==> src/rtl/neopix_strip_scheduler_if.sv <==
// Control/status bundle between the frame scheduler, the board top level,
// the strip controllers' start/busy pins and the status LEDs.
interface neopix_strip_scheduler_if #(
    parameter int NUM_STRIPS = 4
);
    localparam int IDX_W = (NUM_STRIPS > 1) ? $clog2(NUM_STRIPS) : 1;

    logic                  enable_i;
    logic                  clr_i;
    logic [NUM_STRIPS-1:0] strip_mask_i;
    logic [NUM_STRIPS-1:0] ws_bsy_i;
    logic [NUM_STRIPS-1:0] start_o;
    logic                  frame_tick_o;
    logic                  sched_bsy_o;
    logic [IDX_W-1:0]      cur_strip_o;
    logic [NUM_STRIPS-1:0] err_o;
    logic                  overrun_o;
    logic [15:0]           frame_cnt_o;

    modport master (
        input  enable_i, clr_i, strip_mask_i, ws_bsy_i,
        output start_o, frame_tick_o, sched_bsy_o, cur_strip_o, err_o, overrun_o, frame_cnt_o
    );

    modport slave (
        output enable_i, clr_i, strip_mask_i, ws_bsy_i,
        input  start_o, frame_tick_o, sched_bsy_o, cur_strip_o, err_o, overrun_o, frame_cnt_o
    );
endinterface

==> src/rtl/neopix_strip_scheduler.sv <==
// Frame-rate sequencer: on every frame tick, starts each masked strip controller
// in turn and waits for its busy pulse, flagging start-ack and busy timeouts.
module neopix_strip_err_cell (
    input  logic clk_i,
    input  logic rst_n_i,
    input  logic clr_i,
    input  logic set_i,
    output logic flag_o
);
    // Set has priority so a timeout coinciding with a clear is not lost.
    always_ff @(posedge clk_i or negedge rst_n_i) begin
        if (!rst_n_i)   flag_o <= 1'b0;
        else if (set_i) flag_o <= 1'b1;
        else if (clr_i) flag_o <= 1'b0;
    end
endmodule

module neopix_strip_scheduler #(
    parameter int NUM_STRIPS          = 4,
    parameter int SYSTEM_CLOCK        = 50000000,
    parameter int FRAME_HZ            = 60,
    parameter int START_ACK_CYCLES    = 64,
    parameter int BUSY_TIMEOUT_CYCLES = 1000000
) (
    input logic                      clk_i,
    input logic                      rst_n_i,
    neopix_strip_scheduler_if.master bus
);
    localparam int               IDX_W    = (NUM_STRIPS > 1) ? $clog2(NUM_STRIPS) : 1;
    localparam logic [31:0]      PERIOD   = 32'(SYSTEM_CLOCK / FRAME_HZ);
    localparam logic [31:0]      ACK_LAST = 32'(START_ACK_CYCLES - 1);
    localparam logic [31:0]      BSY_LAST = 32'(BUSY_TIMEOUT_CYCLES - 1);
    localparam logic [IDX_W-1:0] IDX_LAST = IDX_W'(NUM_STRIPS - 1);

    localparam logic [2:0] S_IDLE      = 3'd0;
    localparam logic [2:0] S_SCAN      = 3'd1;
    localparam logic [2:0] S_START     = 3'd2;
    localparam logic [2:0] S_WAIT_ACK  = 3'd3;
    localparam logic [2:0] S_WAIT_DONE = 3'd4;
    localparam logic [2:0] S_NEXT      = 3'd5;
    localparam logic [2:0] S_DONE      = 3'd6;

    logic [2:0]            state;
    logic [31:0]           tmr, tmr_nxt;
    logic                  tick_r;
    logic [31:0]           wcnt;
    logic [IDX_W-1:0]      idx;
    logic [NUM_STRIPS-1:0] mask_r, start_r, err_set, err_r;
    logic                  overrun_r;
    logic [15:0]           fcnt;
    logic                  en;

    assign en      = bus.enable_i;
    assign tmr_nxt = (tmr == PERIOD - 32'd1) ? 32'd0 : tmr + 32'd1;

    // The tick register is loaded from the next count so it is high exactly
    // while the counter sits at PERIOD-1.
    always_ff @(posedge clk_i or negedge rst_n_i) begin
        if (!rst_n_i) begin
            tmr    <= '0;
            tick_r <= 1'b0;
        end else if (!en) begin
            tmr    <= '0;
            tick_r <= 1'b0;
        end else begin
            tmr    <= tmr_nxt;
            tick_r <= (tmr_nxt == PERIOD - 32'd1);
        end
    end

    always_comb begin
        err_set = '0;
        if (en && state == S_WAIT_ACK && !bus.ws_bsy_i[idx] && wcnt == ACK_LAST)
            err_set[idx] = 1'b1;
        if (en && state == S_WAIT_DONE && bus.ws_bsy_i[idx] && wcnt == BSY_LAST)
            err_set[idx] = 1'b1;
    end

    always_ff @(posedge clk_i or negedge rst_n_i) begin
        if (!rst_n_i) begin
            state   <= S_IDLE;
            idx     <= '0;
            mask_r  <= '0;
            wcnt    <= '0;
            start_r <= '0;
            fcnt    <= '0;
        end else begin
            start_r <= '0;
            if (!en) begin
                state <= S_IDLE;
            end else begin
                case (state)
                    S_IDLE: if (tick_r) begin
                        mask_r <= bus.strip_mask_i;
                        idx    <= '0;
                        state  <= S_SCAN;
                    end
                    S_SCAN: if (mask_r[idx]) begin
                        start_r <= NUM_STRIPS'(1) << idx;
                        state   <= S_START;
                    end else begin
                        state <= S_NEXT;
                    end
                    S_START: begin
                        wcnt  <= '0;
                        state <= S_WAIT_ACK;
                    end
                    // Busy is tested before expiry so a late ack still counts.
                    S_WAIT_ACK: if (bus.ws_bsy_i[idx]) begin
                        wcnt  <= '0;
                        state <= S_WAIT_DONE;
                    end else if (wcnt == ACK_LAST) begin
                        state <= S_NEXT;
                    end else begin
                        wcnt <= wcnt + 32'd1;
                    end
                    S_WAIT_DONE: if (!bus.ws_bsy_i[idx]) begin
                        state <= S_NEXT;
                    end else if (wcnt == BSY_LAST) begin
                        state <= S_NEXT;
                    end else begin
                        wcnt <= wcnt + 32'd1;
                    end
                    S_NEXT: if (idx == IDX_LAST) begin
                        state <= S_DONE;
                    end else begin
                        idx   <= idx + IDX_W'(1);
                        state <= S_SCAN;
                    end
                    S_DONE: begin
                        fcnt  <= fcnt + 16'd1;
                        state <= S_IDLE;
                    end
                    default: state <= S_IDLE;
                endcase
            end
        end
    end

    // A tick outside IDLE is dropped; only the sticky flag records it.
    always_ff @(posedge clk_i or negedge rst_n_i) begin
        if (!rst_n_i)                        overrun_r <= 1'b0;
        else if (tick_r && state != S_IDLE) overrun_r <= 1'b1;
        else if (bus.clr_i)                  overrun_r <= 1'b0;
    end

    for (genvar g = 0; g < NUM_STRIPS; g++) begin : g_err
        neopix_strip_err_cell u_err (
            .clk_i  (clk_i),
            .rst_n_i(rst_n_i),
            .clr_i  (bus.clr_i),
            .set_i  (err_set[g]),
            .flag_o (err_r[g])
        );
    end

    assign bus.start_o      = start_r;
    assign bus.frame_tick_o = tick_r;
    assign bus.sched_bsy_o  = (state != S_IDLE);
    assign bus.cur_strip_o  = idx;
    assign bus.err_o        = err_r;
    assign bus.overrun_o    = overrun_r;
    assign bus.frame_cnt_o  = fcnt;
endmodule

==> src/flat_wrapper.sv <==
// flat-port wrapper written by rule: the top's interface ports become plain ports
module neopix_strip_scheduler_flat 
#(
    parameter int NUM_STRIPS          = 4,
    parameter int SYSTEM_CLOCK        = 50000000,
    parameter int FRAME_HZ            = 60,
    parameter int START_ACK_CYCLES    = 64,
    parameter int BUSY_TIMEOUT_CYCLES = 1000000
)
  (clk_i, rst_n_i, bus_enable_i, bus_clr_i, bus_strip_mask_i, bus_ws_bsy_i, bus_start_o, bus_frame_tick_o, bus_sched_bsy_o, bus_cur_strip_o, bus_err_o, bus_overrun_o, bus_frame_cnt_o);
  neopix_strip_scheduler_if #(.NUM_STRIPS(NUM_STRIPS)) bus_i ();
  input logic clk_i;
  input logic rst_n_i;
  input wire logic [$bits(bus_i.enable_i)-1:0] bus_enable_i;
  input wire logic [$bits(bus_i.clr_i)-1:0] bus_clr_i;
  input wire logic [$bits(bus_i.strip_mask_i)-1:0] bus_strip_mask_i;
  input wire logic [$bits(bus_i.ws_bsy_i)-1:0] bus_ws_bsy_i;
  output wire logic [$bits(bus_i.start_o)-1:0] bus_start_o;
  output wire logic [$bits(bus_i.frame_tick_o)-1:0] bus_frame_tick_o;
  output wire logic [$bits(bus_i.sched_bsy_o)-1:0] bus_sched_bsy_o;
  output wire logic [$bits(bus_i.cur_strip_o)-1:0] bus_cur_strip_o;
  output wire logic [$bits(bus_i.err_o)-1:0] bus_err_o;
  output wire logic [$bits(bus_i.overrun_o)-1:0] bus_overrun_o;
  output wire logic [$bits(bus_i.frame_cnt_o)-1:0] bus_frame_cnt_o;
  assign bus_i.enable_i = bus_enable_i;
  assign bus_i.clr_i = bus_clr_i;
  assign bus_i.strip_mask_i = bus_strip_mask_i;
  assign bus_i.ws_bsy_i = bus_ws_bsy_i;
  assign bus_start_o = bus_i.start_o;
  assign bus_frame_tick_o = bus_i.frame_tick_o;
  assign bus_sched_bsy_o = bus_i.sched_bsy_o;
  assign bus_cur_strip_o = bus_i.cur_strip_o;
  assign bus_err_o = bus_i.err_o;
  assign bus_overrun_o = bus_i.overrun_o;
  assign bus_frame_cnt_o = bus_i.frame_cnt_o;
  neopix_strip_scheduler #(.NUM_STRIPS(NUM_STRIPS), .SYSTEM_CLOCK(SYSTEM_CLOCK), .FRAME_HZ(FRAME_HZ), .START_ACK_CYCLES(START_ACK_CYCLES), .BUSY_TIMEOUT_CYCLES(BUSY_TIMEOUT_CYCLES)) u_core (.clk_i(clk_i), .rst_n_i(rst_n_i), .bus(bus_i));
endmodule
==> config.mk <==
export PLATFORM = sky130hd
export DESIGN_NAME = neopix_strip_scheduler_flat
export DESIGN_NICKNAME = d
export VERILOG_FILES = /design/src/rtl/neopix_strip_scheduler_if.sv /design/src/rtl/neopix_strip_scheduler.sv /design/src/flat_wrapper.sv
export SDC_FILE = /design/constraint.sdc
export NUM_CORES = 1
export LEC_CHECK = 0
export BUFFER_PORTS_ARGS = -buffer_cell sky130_fd_sc_hd__buf_4
export CAP_MARGIN = 20
export CORE_MARGIN = 5
export CORE_UTILIZATION = 40
export DETAILED_ROUTE_END_ITERATION = 12
export PLACE_DENSITY = 0.58
export SYNTH_ARGS = -nofsm -noshare
export SYNTH_HDL_FRONTEND = slang
export SYNTH_SLANG_ARGS = --single-unit
==> constraint.sdc <==
create_clock -name clk_i -period 5.3 [get_ports clk_i]
set_input_delay 1.06 -clock clk_i [delete_from_list [all_inputs] [get_ports clk_i]]
set_output_delay 1.06 -clock clk_i [all_outputs]
set_load 0.02 [all_outputs]
==> results.yml <==
sta:
  finalSetupViolations: 0
  worst_pin_slew_ns: 0.999
  rsz0062_at_grt: "no"
  max_slew_margin: 0.334
  drv_slew: 0
  setup_tns_ns: 0
  fin_crit_ns: 3.08
  period_share: 0.581
  hold_viol_final: 0
  clock_skew_ns: 0.00863
  max_freq_ghz: 0.325
critical_path:
  cp-start-kind: "register"
  worst_ep_required_time_ns: 5.56
  max_stage_delay_ns: 0.52
  crit_chain: "ha_1, and3_1, nand4_1, nor3_1, mux2i_1, o211ai_1, or3_1, nor4b_2"
  cpMaxStageDelayCell: "nor3_1"
  cp.arrival_ns: 3.34
  reg2reg_depth: 8
  path_max_fanout: 11
  rrSetupSlack_ns: 2.22
  crit_start: "u_core.tmr[1]"
  r2r_end: "u_core.bus.frame_tick_o"
  critPathKind: "register to register"
  crit_path_end_kind: "register"
  worstReg2RegStart: "u_core.tmr[1]"
clock_tree:
  cts_hold_buf: 0
  cts_buffers: 9
  post_cts.repair.setup_buffers: 0
  clk_latency_ns: 0.35
  clock_path_buffers: 2
  htree_levels: 3
  cts_tree: "done"
  cts_resized: 0
  root_buffer: "clkbuf_16"
  clkTransAtPathRegs_ns: 0.07
  cts.sink_count: 99
detailed_routing:
  remaining_drc_errors: 0
  drt-vias-per-instance: 5.48
  wl_per_cell_um: 15.2
  vias: 4240
  final_antenna_net_count: 0
  drt-total-wl_um: 11800
  drt_pass1_iterations: 4
  drtIter0Drc: 266
min_path:
  hold-path-endpoint: "u_core.bus.frame_cnt_o[15]"
  min_path_cells: 1
  worstHoldPathType: "register to register"
  min_from: "u_core.bus.frame_cnt_o[15]"
synth:
  ys_seq_area_frac: 0.462
  synthDistinctLibCells: 48
  synth-seq-cells: 99
  syn-num-nets: 592
  synth-edff-count: 0
  synth.avg_cell_area_um2: 9.38
  yosysWarnings: 0
  syn_inst: 572
  synth_area_um2: 5360
  synthArstFlopShare: 1.00
  synthFlopType: "dfrtp_1"
placement:
  portBuffers: 40
  gp_congestion: 0.838
  dp_hpwl_um: 8400
  placed_cell_area_um2: 5750
power_and_ir_drop:
  cellPowerDensity_nw_per_um2: 247
  leakage_nw: 2.60
  irDropWorstVdd_v: 0.000146
floorplan:
  rows: 42
  dieArea_um2: 15800
  top_level_ports: 41
  die_w_um: 126
  dieHeight_um: 126
  initial_core_util: 0.407
  coreArea_um2: 13200
layout:
  final_core_util: 0.457
  syn_to_final_growth_pct: 12.3
  diodes: 0
  fin_nets: 613
  fin_area_um2: 6020
  drive_gt1_frac: 0.115
status:
  status: "finished clean"
global_routing:
  grt_pass1_wl_um: 20200
  grtUsageTotal: 0.155
  grt_overflow: 0
  antenna_found_initial: 0
  first_global_vias: 4036
  grt_max_degree: 51
job:
  maxCapViolCount: 0
state kept, by name, summed over array words and instances (netlist names):
signal / flops
u_core.wcnt: 32
u_core.bus.frame_cnt_o: 16
u_core.bus.frame_tick_o: 1
u_core.bus.cur_strip_o: 2
u_core.g_err.u_err.flag_o: 4
u_core.bus.overrun_o: 1
u_core.mask_r: 4
u_core.tmr: 32
u_core.bus.start_o: 4
u_core.state: 3
area by class of cell:
type | count | area (um^2)
Clock buffer | 11 | 233
Multi-Input combinational cell | 423 | 2670
Clock inverter | 5 | 37.5
Inverter | 18 | 67.6
Fill cell | 1325 | 7170
Timing Repair Buffer | 42 | 315
Tap cell | 176 | 220
Sequential cell | 99 | 2480
placed cells by master, fill, tap and decap left out, types with 2 or more instances in the layout:
cell        netlist  final
and3_1           18     18
o21ai_0          22     22
or3_1            15     15
o21a_1            6      6
and4_1            8      8
clkinvlp_4        0      2
clkbuf_1         17      2
o31ai_1           4      3
mux2i_1           3      3
nor4b_1           3      3
o211ai_1          3      3
nand2_1          36     36
ha_1              8      8
and2_1            8      8
a32o_1            4      4
xnor2_1          30     30
a21o_1            2      2
nor4_1           14     14
buf_4             5     42
nor2b_1           6      6
mux2_2            6      6
nor2_1           64     64
nand3_1          32     32
clkbuf_16         0      9
dfrtp_1          99     99
nand2b_1          5      5
a21oi_1          17     17
mux4_2            2      2
inv_1            17     17
nor3_1           19     19
a31oi_1           4      4
nand4_1          33     33
nor3b_1           3      3
xor2_1           32     32
or4_1             3      3
metrics by stage:
step | hold WS, ns | power, mW | setup slack [ns] | instances
3_5_place_dp | 0.466 | 0.893 | 2.26 | 758
6_report | 0.486 | 1.49 | 2.22 | 774
5_1_grt | 0.500 | 1.56 | 2.02 | 774
4_1_cts | 0.486 | 1.51 | 2.25 | 774
2_1_floorplan | 0.464 | 0.845 | 2.66 | 572
3_3_place_gp | 0.470 | 0.891 | 2.37 | 758
synthesized netlist by cell type (5+ instances only):
master    instances  area, um^2
buf_4             5        37.5
nor4_1           14        87.6
nor2_1           64         240
and3_1           18         113
ha_1              8         100
or3_1            15        93.8
buf_2            10        50.1
nor2b_1           6        37.5
mux2_2            6        67.6
nand3_1          32         160
and2_1            8        50.1
clkbuf_1         17        63.8
xnor2_1          30         263
and4_1            8        70.1
inv_1            17        63.8
xor2_1           32         280
o21ai_0          22         110
a21oi_1          17        85.1
nand4_1          33         206
nand2_1          36         135
dfrtp_1          99        2480
o21a_1            6        45.0
nor3_1           19        95.1
nand2b_1          5        31.3
worst max-delay path by stage:
stage | slack, ns | cells after the start | to
floorplan | 2.66 | 8 | u_core.wcnt[0]
global placement | 2.37 | 8 | u_core.bus.frame_tick_o
detailed placement | 2.26 | 6 | u_core.wcnt[31]
CTS | 2.25 | 8 | u_core.bus.frame_tick_o
global route | 2.02 | 8 | u_core.bus.frame_tick_o
finish | 2.22 | 8 | u_core.bus.frame_tick_o
per-layer routing:
metal  track usage  vias to the layer above  routed length, um  share of wire
li1              -                     2068                  -              -
met4        0.0366                        0                115         0.0097
met5             0                        -                  0              0
met2         0.251                       43               5700           0.48
met1         0.207                     2119               5600           0.47
met3        0.0440                       10                391          0.033
critical path: cells and delay by family, from the launching register on:
family / cells / cell delay, ns
AND/OR/NAND/NOR: 5 / 1.97
flip-flops: 1 / 0.42
adder cells (fa/ha/maj): 1 / 0.26
multiplexers: 1 / 0.24
AO/OA/AOI/OAI: 1 / 0.09
kinds of logic after synthesis:
logic type | after synthesis | share of synthesized area
simple gates | 270 | 0.265
mux | 11 | 0.0266
buf+inv | 50 | 0.0408
xor+xnor | 62 | 0.101
fa+ha+maj | 8 | 0.0187
flops | 99 | 0.462
compound gates | 72 | 0.0856
power by group:
part	leakage, nW	total (mW)	internal [mW]	switching (mW)
clock network	0.126	0.608	0.320	0.288
registers	1.37	0.782	0.764	0.0180
logic	1.10	0.0952	0.0343	0.0609
No activity file was read; power rests on OpenSTA's default activity.
